$ cat src/rtl/cphy_lane_symbol_aligner.sv
//==============================================================================
// Module   : cphy_lane_symbol_aligner
// Function : Per-lane C-PHY wire-state transition decoder, sync hunt and
//            7-symbol group aligner for the HS receive path.
// Revision : 1.0 - initial release
//==============================================================================
`default_nettype none

module cphy_lane_symbol_aligner #(
   parameter int          LANES     = 3,
   parameter logic [20:0] SYNC_WORD = 21'o3444443
) (
   input  logic                  RxSymbolClkHS,
   input  logic                  reset,
   input  logic [LANES-1:0]      DecoderEn,
   input  logic [3*LANES-1:0]    State,
   output logic [3*LANES-1:0]    Sym,
   output logic [LANES-1:0]      SymValid,
   output logic [LANES-1:0]      SymErr,
   output logic [LANES-1:0]      SyncDet,
   output logic [LANES-1:0]      Aligned,
   output logic [21*LANES-1:0]   Group,
   output logic [LANES-1:0]      GroupValid,
   output logic [LANES-1:0]      GroupErr
);

   typedef enum logic [1:0] {
      ST_IDLE    = 2'd0,
      ST_SEEK    = 2'd1,
      ST_ALIGNED = 2'd2
   } lane_fsm_t;

   for (genvar i = 0; i < LANES; i++) begin : g_lane
      lane_fsm_t   r_fsm;
      logic [2:0]  r_prev;
      logic        r_has_prev;
      logic [17:0] r_win;
      logic [17:0] r_grp;
      logic [2:0]  r_cnt;
      logic        r_acc;
      logic [2:0]  r_sym;
      logic        r_sym_valid;
      logic        r_sym_err;
      logic        r_sync_det;
      logic        r_aligned;
      logic [20:0] r_group;
      logic        r_group_valid;
      logic        r_group_err;

      logic [2:0]  w_cs;
      logic [2:0]  w_ccw;
      logic [2:0]  w_cw;
      logic        w_illegal;
      logic [2:0]  w_sym;
      logic        w_err;
      logic [20:0] w_win_next;
      logic [20:0] w_grp_next;

      assign w_cs       = State[3*i +: 3];
      assign w_ccw      = {r_prev[1:0], r_prev[2]};
      assign w_cw       = {r_prev[0], r_prev[2:1]};
      assign w_illegal  = (r_prev == 3'b000) || (r_prev == 3'b111) ||
                          (w_cs == 3'b000) || (w_cs == 3'b111) || (w_cs == r_prev);
      assign w_win_next = {r_win, w_sym};
      assign w_grp_next = {r_grp, w_sym};

      // Rules are checked in priority order; anything unmatched is an error.
      always_comb begin
         w_sym = 3'b000;
         w_err = 1'b0;
         if (w_illegal)              w_err = 1'b1;
         else if (w_cs == w_ccw)     w_sym = 3'd0;
         else if (w_cs == ~w_ccw)    w_sym = 3'd1;
         else if (w_cs == w_cw)      w_sym = 3'd2;
         else if (w_cs == ~w_cw)     w_sym = 3'd3;
         else if (w_cs == ~r_prev)   w_sym = 3'd4;
         else                        w_err = 1'b1;
      end

      always_ff @(posedge RxSymbolClkHS or posedge reset) begin
         if (reset) begin
            r_fsm         <= ST_IDLE;
            r_prev        <= 3'b000;
            r_has_prev    <= 1'b0;
            r_win         <= '0;
            r_grp         <= '0;
            r_cnt         <= 3'd0;
            r_acc         <= 1'b0;
            r_sym         <= 3'b000;
            r_sym_valid   <= 1'b0;
            r_sym_err     <= 1'b0;
            r_sync_det    <= 1'b0;
            r_aligned     <= 1'b0;
            r_group       <= '0;
            r_group_valid <= 1'b0;
            r_group_err   <= 1'b0;
         end else if (!DecoderEn[i]) begin
            // Group and GroupErr keep the last delivered word.
            r_fsm         <= ST_IDLE;
            r_prev        <= 3'b000;
            r_has_prev    <= 1'b0;
            r_win         <= '0;
            r_cnt         <= 3'd0;
            r_acc         <= 1'b0;
            r_sym         <= 3'b000;
            r_sym_valid   <= 1'b0;
            r_sym_err     <= 1'b0;
            r_sync_det    <= 1'b0;
            r_aligned     <= 1'b0;
            r_group_valid <= 1'b0;
         end else begin
            r_prev        <= w_cs;
            r_has_prev    <= 1'b1;
            r_sym_valid   <= r_has_prev;
            r_sync_det    <= 1'b0;
            r_group_valid <= 1'b0;
            if (r_has_prev) begin
               r_sym     <= w_sym;
               r_sym_err <= w_err;
            end
            case (r_fsm)
               ST_IDLE: begin
                  r_fsm <= ST_SEEK;
               end
               ST_SEEK: begin
                  if (r_has_prev) begin
                     r_win <= w_win_next[17:0];
                     if ((w_win_next == SYNC_WORD) && !w_err) begin
                        r_fsm      <= ST_ALIGNED;
                        r_aligned  <= 1'b1;
                        r_sync_det <= 1'b1;
                        r_cnt      <= 3'd0;
                        r_acc      <= 1'b0;
                     end
                  end
               end
               ST_ALIGNED: begin
                  if (r_has_prev) begin
                     r_grp <= w_grp_next[17:0];
                     if (r_cnt == 3'd6) begin
                        r_group       <= w_grp_next;
                        r_group_err   <= r_acc | w_err;
                        r_group_valid <= 1'b1;
                        r_cnt         <= 3'd0;
                        r_acc         <= 1'b0;
                     end else begin
                        r_cnt <= r_cnt + 3'd1;
                        r_acc <= r_acc | w_err;
                     end
                  end
               end
               default: begin
                  r_fsm <= ST_IDLE;
               end
            endcase
         end
      end

      assign Sym[3*i +: 3]     = r_sym;
      assign SymValid[i]       = r_sym_valid;
      assign SymErr[i]         = r_sym_err;
      assign SyncDet[i]        = r_sync_det;
      assign Aligned[i]        = r_aligned;
      assign Group[21*i +: 21] = r_group;
      assign GroupValid[i]     = r_group_valid;
      assign GroupErr[i]       = r_group_err;
   end

endmodule

`default_nettype wire

$ cat config.mk
export PLATFORM = sky130hd
export DESIGN_NAME = cphy_lane_symbol_aligner
export DESIGN_NICKNAME = d
export VERILOG_FILES = /design/src/rtl/cphy_lane_symbol_aligner.sv
export SDC_FILE = /design/constraint.sdc
export NUM_CORES = 1
export LEC_CHECK = 0
export CELL_PAD_IN_SITES_DETAIL_PLACEMENT = 0
export CELL_PAD_IN_SITES_GLOBAL_PLACEMENT = 1
export CORE_UTILIZATION = 47
export CTS_BUF_LIST = sky130_fd_sc_hd__clkbuf_4 sky130_fd_sc_hd__clkbuf_8 sky130_fd_sc_hd__clkbuf_16
export CTS_CLUSTER_DIAMETER = 40
export DETAILED_ROUTE_END_ITERATION = 10
export GPL_TIMING_DRIVEN = 0
export PLACE_DENSITY_LB_ADDON = 0.15
export SLEW_MARGIN = 5
export SYNTH_ARGS = -nofsm -noshare
export SYNTH_HDL_FRONTEND = slang
export SYNTH_SLANG_ARGS = --single-unit
export TNS_END_PERCENT = 50
$ cat constraint.sdc
create_clock -name RxSymbolClkHS -period 22.8 [get_ports RxSymbolClkHS]
set_input_delay 4.56 -clock RxSymbolClkHS [delete_from_list [all_inputs] [get_ports RxSymbolClkHS]]
set_output_delay 4.56 -clock RxSymbolClkHS [all_outputs]
set_load 0.01 [all_outputs]
==> summary.md, run 1 <==
| Metric | Value |
|---|---|
| Number of gates resized after CTS | 0 |
| Netlist Area Pre-Place | 9960 µm² |
| CP max stage delay | 0.69 ns |
| Share of cells above drive strength 1 | 18.3% |
| Layout area overhead | 26.8% |
| TritonCTS clock tree | yes |
| Filler cells | 1721 |
| Placed cells | 1255 |
| CTS Sinks | 228 |
| Non-Filler Instances | 1321 |
| Global route overflow | 0 |
| Wirelength per Cell | 15.8 µm |
| Mean Syn Cell Area | 11.3 µm² |
| IO Count | 104 |
| Status | completed |
| Final net count | 1037 |
| GRT Overall Usage | 19.8% |
| Worst-path cell chain | clkdlybuf4s50_1, clkbuf_1, and2_1, nand2_1, nor3_2, buf_2, mux2_2 |
| Fin. Hold Viols | 0 |
| Sequential area share after synthesis | 57.3% |
| Clk_lat worst skew | 0.50 ns |
| Primary FF master, synth | dfrtp_1 |
| EDFF count, synth | 0 |
| Post-synthesis register bit count | 228 |
| Root buffer cell | clkbuf_16 |
| Multi-input logic area | 3850 µm² |
| DR DRC count | 0 |
| Core Region | 20500 µm² |
| Post-cts hold buffer count | 0 |
| CP required | 23.18 ns |
| Crit. End Element | register |
| Num rows | 52 |
| Clk slew on worst S/H paths | 0.05 ns |
| Post-layout util | 61.7% |
| Leak Pwr | 5.81 nW |
| Worst VDD drop | 0.0542 mV |
| Setup TNS | 0 ns |
| Syn_nets | 898 |
| Cells after Synth | 884 |
| CP Buf/Inv Count | 3 |
| Die H | 148 µm |
| Clk_skew | 0.0191 ns |
| Post-layout min period | 6.79 ns |
| CTS Buffer Depth | 3 |
| Worst Tran Pin Value | 0.897 ns |
| Global-route wire length before repair | 35000 µm |
| Synth warn | 0 |
| Cell family with most CP delay | buffers and inverters |
| Slew headroom | 40.2% |
| First DRT Iteration DRCs | 268 |
| Hpwl dp | 13700 µm |
| Hold WS | 0.444 ns |
| Period utilization | 29.8% |
| DIE WIDTH | 148 µm |
| CTS buffer count | 36 |
| Initial antenna violation count | 0 |
| Setup bufs post-CTS | 0 |
| Tightest Hold Check Type | reg2reg |
| Register area | 5710 µm² |
| Initial Utilization | 48.6% |
| Largest net degree at the start of global routing | 126 |
| Via density | 5.36 |
| Placed cell areas | 11300 µm² |
| Diode count | 0 |
| Die area | 21800 µm² |
| F_max | 147 MHz |
| GPL Wtd Cong | 0.842 |
| Final Max Slew Viols | 0 |
| Synth async-reset ratio | 100% |
| Max-cap violations | 0 |
| RSZ-0062 raised after global routing | no |
| Port Buf Inserts | 100 |
| Worst Setup Path Type | in2reg |
| Pre-antenna DRT Iters | 4 |
| CP arrival | 7.18 ns |
| P per Cell Area | 82.0 nW/µm² |
| CP startpoint kind | input port |
| Worst-path fanout max | 10 |
| H-Tree Depth | 2 |
| Final Cell Area | 12600 µm² |
| DRT antenna net count | 0 |
| Routed vias | 7079 |
| Vias in the first global route | 6882 |
| Final setup vio count | 0 |
| Slowest cell on the critical path | nor3_2 |
| Post-synthesis cell type count | 68 |
| Routed WL | 20900 µm |
==> flip-flops by register name (all words and copies together), names as in the netlist, 6 cells and up <==
| name | flops |
|---|---|
| g_lane.r_win | 54 |
| g_lane.r_sym | 9 |
| g_lane.r_grp | 54 |
| g_lane.r_fsm | 6 |
| g_lane.r_cnt | 9 |
| g_lane.r_prev | 9 |
| g_lane.r_group | 63 |
==> logic make-up (layout without fill, tap and decap cells) <==
family	after synthesis	in the layout	share of synthesized area [%]
compound gates	193	193	13.6
xor+xnor	13	13	1.14
buf+inv	88	255	4.08
flops	228	228	57.3
mux	89	89	10.1
simple gates	273	273	13.9
==> synthesized netlist by cell type (3+ instances only) <==
cell | count | area [µm²]
a31oi_1 | 6 | 37.5
a21oi_1 | 36 | 180
buf_1 | 7 | 26.3
nand2_1 | 112 | 420
o21ai_0 | 47 | 235
nand2b_1 | 12 | 75.1
o211ai_1 | 3 | 22.5
nand3_1 | 5 | 25.0
o31ai_1 | 3 | 22.5
o21a_1 | 3 | 22.5
and2_1 | 14 | 87.6
nor4bb_1 | 6 | 60.1
xnor2_1 | 6 | 52.6
inv_1 | 13 | 48.8
clkbuf_1 | 42 | 158
nor3_1 | 23 | 115
nor2_1 | 46 | 173
xor2_1 | 7 | 61.3
mux2_2 | 85 | 957
nand4b_1 | 4 | 35.0
or4b_1 | 4 | 40.0
buf_4 | 18 | 135
nor4_1 | 3 | 18.8
a211oi_1 | 9 | 67.6
o22ai_1 | 9 | 56.3
dfrtp_1 | 228 | 5710
buf_2 | 7 | 35.0
nand3b_1 | 8 | 60.1
o211a_1 | 4 | 40.0
nor3b_1 | 6 | 45.0
and3_1 | 4 | 25.0
a21o_1 | 3 | 22.5
mux2i_1 | 3 | 30.0
a22o_1 | 45 | 394
nor2b_1 | 10 | 62.6
==> cell usage in the layout, fill, tap and decap left out, types with 5 or more instances in the layout <==
master           count
nand2_1            112
xnor2_1              6
inv_6                6
and2_1              14
buf_1                7
nor2b_1             10
inv_1               12
xor2_1               7
nand2b_1            12
clkdlybuf4s50_1    100
nor2_1              46
buf_2                7
nand3b_1             8
bufinv_16            6
mux2_2              85
a22o_1              45
nor4bb_1             6
nor3_1              23
o22ai_1              9
buf_4               18
clkbuf_16           37
nor3b_1              6
a211oi_1             9
dfrtp_1            228
nand3_1              5
o21ai_0             47
clkbuf_1            42
a31oi_1              6
a21oi_1             36
clkinvlp_4           5
==> routing by layer <==
| metal | vias up | track usage, % | wire [µm] |
|---|---|---|---|
| li1 | 3430 | - | - |
| met1 | 3482 | 28.9 | 10100 |
| met2 | 138 | 29.6 | 9360 |
| met3 | 29 | 4.32 | 1020 |
| met4 | 0 | 6.13 | 338 |
| met5 | - | 0 | 0 |
==> final cells by class <==
cell class,count,area share [%]
Multi-Input combinational cell,568,30.5
Sequential cell,228,45.2
Buffer,74,2.80
Tap cell,270,2.67
Clock inverter,23,2.44
Inverter,14,0.475
Timing Repair Buffer,101,8.14
Clock buffer,43,7.83
==> metrics by stage <==
step	setup slack, ns	total power [W]
2_1_floorplan	11.99	0.000452
3_3_place_gp	8.97	0.000469
3_5_place_dp	15.43	0.000469
4_1_cts	15.96	0.00105
5_1_grt	15.81	0.00108
6_report	16.01	0.00104
==> where the power goes <==
group	switching (W)	internal (W)
Combinational	0.0000329	0.0000173
Sequential	0.00000270	0.000409
Clock	0.000193	0.000382
==> worst paths after layout <==
kind / start / endpoint / slack, ns / depth (start not counted)
max in group asynchronous: reset / g_lane[2].r_win[7] / 17.17 / 3
min reg2reg: g_lane[2].r_fsm[1] / g_lane[2].r_fsm[0] / 0.44 / 1
max reg2reg: g_lane[1].r_fsm[1] / g_lane[1].r_group[5] / 20.18 / 5
max: DecoderEn[1] / g_lane[1].r_group[5] / 16.01 / 7
min: g_lane[2].r_fsm[1] / g_lane[2].r_fsm[0] / 0.44 / 1
min in group asynchronous: reset / g_lane[0].r_group_valid / 4.59 / 2
No activity file was read; power rests on OpenSTA's default activity.
==> inputs of run 2 (changes only) <==
--- a/config.mk
+++ b/config.mk
@@ -7,7 +7,7 @@
 export LEC_CHECK = 0
 export CELL_PAD_IN_SITES_DETAIL_PLACEMENT = 0
 export CELL_PAD_IN_SITES_GLOBAL_PLACEMENT = 1
-export CORE_UTILIZATION = 47
+export CORE_UTILIZATION = 41
 export CTS_BUF_LIST = sky130_fd_sc_hd__clkbuf_4 sky130_fd_sc_hd__clkbuf_8 sky130_fd_sc_hd__clkbuf_16
 export CTS_CLUSTER_DIAMETER = 40
 export DETAILED_ROUTE_END_ITERATION = 10
==> constraint.sdc (replaced) <==
create_clock -name RxSymbolClkHS -period 5.9 [get_ports RxSymbolClkHS]
set_input_delay 1.18 -clock RxSymbolClkHS [delete_from_list [all_inputs] [get_ports RxSymbolClkHS]]
set_output_delay 1.18 -clock RxSymbolClkHS [all_outputs]
set_load 0.01 [all_outputs]
==> run 2 against run 1 <==
Count of clock-buffer cells in the layout down 1; routed wire length up 5.9%; sequential power rose to 3.9 times the previous value; final area up 0.46%; critical path depth unchanged; non-clock buffer count up 6; clock skew down 0.0091 ns; flip-flop and latch count unchanged; setup slack worse by 14 ns; core utilization down 8.1 points; largest cell class unchanged; clock power rose to 3.6 times the previous value; sequential share of layout area down 0.20 points.
==> summary.md, run 2 (same netlist as run 1, synthesis figures left out) <==
| Metric | Value |
|---|---|
| Status | completed |
| P per Cell Area | 304 nW/µm² (+270%) |
| Largest net degree at the start of global routing | 36 (-71%) |
| Reg-to-Reg Start | g_lane[1].r_fsm[1] |
| Setup crit end | g_lane[1].r_group[12] |
| Largest register by flop count | g_lane.r_group |
| Initial Utilization | 42.1% (-6.5 points) |
| RSZ-0062 raised after global routing | no |
| Root buffer cell | clkbuf_16 |
| Tightest Hold Check Type | reg2reg |
| Port Buf Inserts | 100 (unchanged) |
| CTS Buffer Depth | 3 (unchanged) |
| F_max | 285 MHz |
| Most common cell after layout, fill and taps aside | dfrtp_1 |
| Max-cap violations | 0 (unchanged) |
| Multi-input logic area | 3850 µm² (unchanged) |
| Routed vias | 7045 (-0.48%) |
| Core Region | 23700 µm² (+16%) |
| Slew headroom | 44.8% (+4.6 points) |
| Vias in the first global route | 7025 (+2.1%) |
| Wirelength per Cell | 16.1 µm (+2.1%) |
| Largest register FFs | 63 (unchanged) |
| Placed cells | 1310 (+4.4%) |
| Total Power | 0.00386 W (+270%) |
| Fin. Hold Viols | 0 (unchanged) |
| Clk_skew | 0.0100 ns (-0.00909 ns) |
| Pre-antenna DRT Iters | 5 (+1) |
| Share of cells above drive strength 1 | 18.3% (unchanged) |
| Initial antenna violation count | 0 (unchanged) |
| CTS Sinks | 228 (unchanged) |
| Filler cells | 2139 (+24%) |
| Register area | 5710 µm² (unchanged) |
| Via density | 5.14 (-4.0%) |
| Worst VDD drop | 0.202 mV (+270%) |
| Post-cts hold buffer count | 0 (unchanged) |
| Worst R2R End | g_lane[1].r_group[12] |
| Die area | 24900 µm² (+14%) |
| Number of gates resized after CTS | 0 (unchanged) |
| Most frequent cells in the layout | dfrtp_1 (228), nand2_1 (112), clkdlybuf4s50_1 (100) |
| CP required | 6.27 ns (-16.91 ns) |
| FF-to-FF path depth | 5 (unchanged) |
| Final setup vio count | 0 (unchanged) |
| GRT Overall Usage | 18.7% (-1.1 points) |
| Routed WL | 22100 µm (+5.9%) |
| Die H | 158 µm (+7.0%) |
| DRT antenna net count | 0 (unchanged) |
| CTS buffer count | 36 (unchanged) |
| Placed cell areas | 11500 µm² (+1.5%) |
| FF-to-FF setup slack | 3.27 ns (-16.91 ns) |
| H-Tree Depth | 2 (unchanged) |
| CP arrival | 3.88 ns (-3.30 ns) |
| Worst Setup Path Type | in2reg |
| Global-route wire length before repair | 37100 µm (+6.0%) |
| Leak Pwr | 5.80 nW (-0.11%) |
| TritonCTS clock tree | yes |
| DIE WIDTH | 158 µm (+7.0%) |
| Final net count | 1043 (+0.58%) |
| GPL Wtd Cong | 0.847 (+0.59%) |
| Hold WS | 0.443 ns (-0.00150 ns) |
| Worst Tran Pin Value | 0.824 ns (-0.0733 ns) |
| Layout area overhead | 27.4% |
| Largest registers | g_lane.r_group x63, g_lane.r_grp x54, g_lane.r_win x54 |
| IO Count | 104 (unchanged) |
| Crit. End Element | register |
| First DRT Iteration DRCs | 379 (+41%) |
| Final Max Slew Viols | 0 (unchanged) |
| Worst-path fanout max | 10 (unchanged) |
| Period utilization | 59.4% |
| Num rows | 56 (+7.7%) |
| Setup bufs post-CTS | 0 (unchanged) |
| CP startpoint kind | input port |
| Post-layout util | 53.6% (-8.1 points) |
| Worst Setup SP | DecoderEn[1] |
| Clk_lat worst skew | 0.49 ns (about the same) |
| Non-Filler Instances | 1370 (+3.7%) |
| Post-layout min period | 3.51 ns |
| Global route overflow | 0 (unchanged) |
| Clk slew on worst S/H paths | 0.05 ns (about the same) |
| Diode count | 0 (unchanged) |
| Hpwl dp | 15000 µm (+9.3%) |
| DR DRC count | 0 (unchanged) |
| Final Cell Area | 12700 µm² (+0.46%) |
run 2: changes by cell type in the layout (fill, tap and decap cells not counted), sizes merged:
cell / previous run / this run
clkinvlp: 5 / 6
clkbuf: 85 / 84
bufinv: 6 / 3
buf: 33 / 39
inv: 20 / 17
run 2: worst max-delay path, cell delays in order:
cell and delay [ns]:
clkdlybuf4s50_1 0.50, clkbuf_1 0.31, and2_1 0.26, nand2_1 0.16, nor3_2 0.71, buf_2 0.38, mux2_2 0.36
run 2: final cells by class:
type,instances,area share (%)
clock buffer,42,7.79
tap,319,3.14
sequential,228,44.9
inverter,14,0.444
multi-input combinational,568,30.3
buffer,74,2.79
timing repair buffer,107,8.99
clock inverter,18,1.55
run 2: where the power goes:
part / internal (W) / total, W / switching [W]
Clock: 0.00133 / 0.00206 / 0.000734
Combinational: 0.0000740 / 0.000205 / 0.000131
Sequential: 0.00158 / 0.00159 / 0.0000107
Total: 0.00298 / 0.00386 / 0.000876
run 2: routing by layer:
layer	vias to the layer above	track usage (%)	part of all wire, %
li1	3426	-	-
met1	3463	27.1	49
met2	121	27.7	44
met3	35	4.60	5.1
met4	0	5.09	1.6
met5	-	0	0
run 2: worst min path at each step:
stage,from,to,cells past startpoint
detailed placement,g_lane[2].r_fsm[1],g_lane[2].r_fsm[0],1
CTS,g_lane[2].r_fsm[1],g_lane[2].r_fsm[0],1
global placement,g_lane[2].r_fsm[1],g_lane[2].r_fsm[0],1
global route,g_lane[2].r_fsm[1],g_lane[2].r_fsm[0],1
floorplan,g_lane[2].r_fsm[1],g_lane[2].r_fsm[0],1
finish,g_lane[2].r_fsm[1],g_lane[2].r_fsm[0],1
run 2: stage by stage:
stage          setup slack [ns]  TNS [ns]
2_1_floorplan              1.74         0
3_3_place_gp             -0.134    -23.67
3_5_place_dp               1.79         0
4_1_cts                    2.29         0
5_1_grt                    2.17         0
6_report                   2.39         0
==> inputs of run 3 (changes only) <==
--- a/config.mk
+++ b/config.mk
@@ -7,7 +7,7 @@
 export LEC_CHECK = 0
 export CELL_PAD_IN_SITES_DETAIL_PLACEMENT = 0
 export CELL_PAD_IN_SITES_GLOBAL_PLACEMENT = 1
-export CORE_UTILIZATION = 41
+export CORE_UTILIZATION = 45
 export CTS_BUF_LIST = sky130_fd_sc_hd__clkbuf_4 sky130_fd_sc_hd__clkbuf_8 sky130_fd_sc_hd__clkbuf_16
 export CTS_CLUSTER_DIAMETER = 40
 export DETAILED_ROUTE_END_ITERATION = 10
==> constraint.sdc (replaced) <==
create_clock -name RxSymbolClkHS -period 3.5 [get_ports RxSymbolClkHS]
set_input_delay 0.7 -clock RxSymbolClkHS [delete_from_list [all_inputs] [get_ports RxSymbolClkHS]]
set_output_delay 0.7 -clock RxSymbolClkHS [all_outputs]
set_load 0.01 [all_outputs]
==> run 3 against run 2 <==
Flip-flop and latch count unchanged; total power rose by 82%; worst hold slack better by 0.025 ns; core utilization increased by 5.5 points; sequential power grew 69%; clock power up 95%; count of clock-buffer cells in the layout rose by 3; combinational power grew 66%; critical endpoint is now g_lane[1].r_group[13]; die area shrank 8.8%.
==> summary.md, run 3 (same netlist as run 1, synthesis figures left out) <==
| Metric | Value |
|---|---|
| Status | completed |
| CTS buffer count | 38 (+5.6%) |
| Routed vias | 7155 (+1.6%) |
| Setup bufs post-CTS | 0 (unchanged) |
| IO Count | 104 (unchanged) |
| Period utilization | 83.6% |
| Initial Utilization | 45.8% (+3.7 points) |
| Root buffer cell | clkbuf_16 |
| Depth of the worst hold-timing path | 1 (unchanged) |
| Max-cap violations | 0 (unchanged) |
| Tightest Hold Check Type | reg2reg |
| F_max | 342 MHz |
| Final net count | 1044 (+0.096%) |
| Port Buf Inserts | 100 (unchanged) |
| H-Tree Depth | 2 (unchanged) |
| Core Region | 21800 µm² (-8.1%) |
| Slew headroom | 41.4% (-3.4 points) |
| CP required | 3.88 ns (-2.39 ns) |
| RSZ-0062 raised after global routing | no |
| Fin. Hold Viols | 0 (unchanged) |
| P per Cell Area | 548 nW/µm² (+80%) |
| Layout area overhead | 28.9% |
| Die H | 151 µm (-4.5%) |
| Global-route wire length before repair | 35200 µm (-5.0%) |
| Filler cells | 1878 (-12%) |
| Most common cell after layout, fill and taps aside | dfrtp_1 |
| Post-cts hold buffer count | 0 (unchanged) |
| Initial antenna violation count | 0 (unchanged) |
| Number of gates resized after CTS | 0 (unchanged) |
| TritonCTS clock tree | yes |
| CP arrival | 3.31 ns (-0.57 ns) |
| Final Max Slew Viols | 0 (unchanged) |
| Worst Tran Pin Value | 0.879 ns (+0.0554 ns) |
| DR DRC count | 0 (unchanged) |
| Clk_lat worst skew | 0.50 ns (about the same) |
| Vias in the first global route | 6998 (-0.38%) |
| Worst Setup Path Type | in2reg |
| Largest net degree at the start of global routing | 39 (+8.3%) |
| Hold WS | 0.468 ns (+0.0249 ns) |
| Routed WL | 21200 µm (-4.1%) |
| Share of cells above drive strength 1 | 18.9% (+0.62 points) |
| Worst VDD drop | 0.386 mV (+91%) |
| Post-layout min period | 2.93 ns |
| Diode count | 0 (unchanged) |
| Placed cells | 1270 (-3.1%) |
| DRT antenna net count | 0 (unchanged) |
| Largest registers | g_lane.r_group x63, g_lane.r_grp x54, g_lane.r_win x54 |
| GRT Overall Usage | 19.3% (+0.57 points) |
| Non-Filler Instances | 1339 (-2.3%) |
| GPL Wtd Cong | 0.829 (-2.1%) |
| Final setup vio count | 0 (unchanged) |
| Worst-path fanout max | 10 (unchanged) |
| Largest register by flop count | g_lane.r_group |
| Most frequent cells in the layout | dfrtp_1 (228), nand2_1 (112), clkdlybuf4s50_1 (100) |
| Clk slew on worst S/H paths | 0.05 ns (about the same) |
| Wirelength per Cell | 15.8 µm (-1.9%) |
| Die area | 22700 µm² (-8.8%) |
| Crit. End Element | register |
| Leak Pwr | 5.90 nW (+1.7%) |
| Global route overflow | 0 (unchanged) |
| Clk_skew | 0.0159 ns (+0.00589 ns) |
| Largest register FFs | 63 (unchanged) |
| FF-to-FF path depth | 6 (+1) |
| Num rows | 54 (-3.6%) |
| First DRT Iteration DRCs | 349 (-7.9%) |
| Hpwl dp | 14400 µm (-4.0%) |
| Via density | 5.34 (+3.9%) |
| CP startpoint kind | input port |
| Pre-antenna DRT Iters | 4 (-1) |
| CTS Buffer Depth | 3 (unchanged) |
| DIE WIDTH | 151 µm (-4.5%) |
| CTS Sinks | 228 (unchanged) |
[run 3: cell types whose count changed in the layout (fill, tap and decap cells not counted), sizes merged]
cell	change
buf	-1
bufinv	+4
clkbuf	+3
clkinv	+3
inv	-1
[run 3: cell type report]
cell class              instances  area (µm²)  area share, %
multi-input cells             568        3850           30.0
flip-flops and latches        228        5710           44.4
inverters                      14        56.3          0.438
repair buffers                106        1120           8.73
clock buffers                  45        1070           8.37
clock inverters                24         333           2.59
well taps                     280         350           2.73
plain buffers                  74         354           2.76
[run 3: metal layers]
layer | vias to the layer above | wire length, µm | track usage [%]
li1 | 3443 | - | -
met2 | 130 | 10200 | 30.5
met4 | 0 | 287 | 5.50
met3 | 26 | 805 | 3.77
met5 | - | 0 | 0
met1 | 3556 | 9930 | 26.9
[run 3: worst max-delay path, cell delays in order]
cell and delay, ns:
clkdlybuf4s50_1 0.48, clkbuf_1 0.29, and2_1 0.27, nand2_1 0.16
nor3_2 0.65, buf_2 0.38, mux2_2 0.37
[run 3: through the flow]
| step | TNS [ns] | instance area, µm² | util [%] | power, W | worst slack (ns) |
|---|---|---|---|---|---|
| finish | 0 | 12800 | 59.1 | 0.00704 | 0.573 |
| global route | 0 | 12800 | 59.1 | 0.00729 | 0.410 |
| CTS | 0 | 12800 | 59.1 | 0.00713 | 0.517 |
| detailed placement | 0 | 11400 | 52.6 | 0.00307 | 0.00514 |
| global placement | -446.03 | 11300 | 52.0 | 0.00306 | -1.98 |
| floorplan | -41.04 | 9970 | - | 0.00294 | -0.180 |
[run 3: final timing paths]
path                       slack [ns]               endpoint            startpoint
max reg2reg                      0.93   g_lane[2].r_group[9]  g_lane[2].r_has_prev
max in group asynchronous        1.94     g_lane[2].r_fsm[0]                 reset
max                              0.57  g_lane[1].r_group[13]          DecoderEn[1]
min                              0.47     g_lane[2].r_fsm[0]    g_lane[2].r_fsm[1]
min in group asynchronous        0.69    g_lane[1].r_grp[17]                 reset
min reg2reg                      0.47     g_lane[2].r_fsm[0]    g_lane[2].r_fsm[1]
[run 3: power breakdown]
group,switching [W],leakage (nW),internal (W),total (W)
registers,0.0000177,3.15,0.00266,0.00268
clock network,0.00129,0.682,0.00272,0.00401
logic,0.000218,2.07,0.000123,0.000341
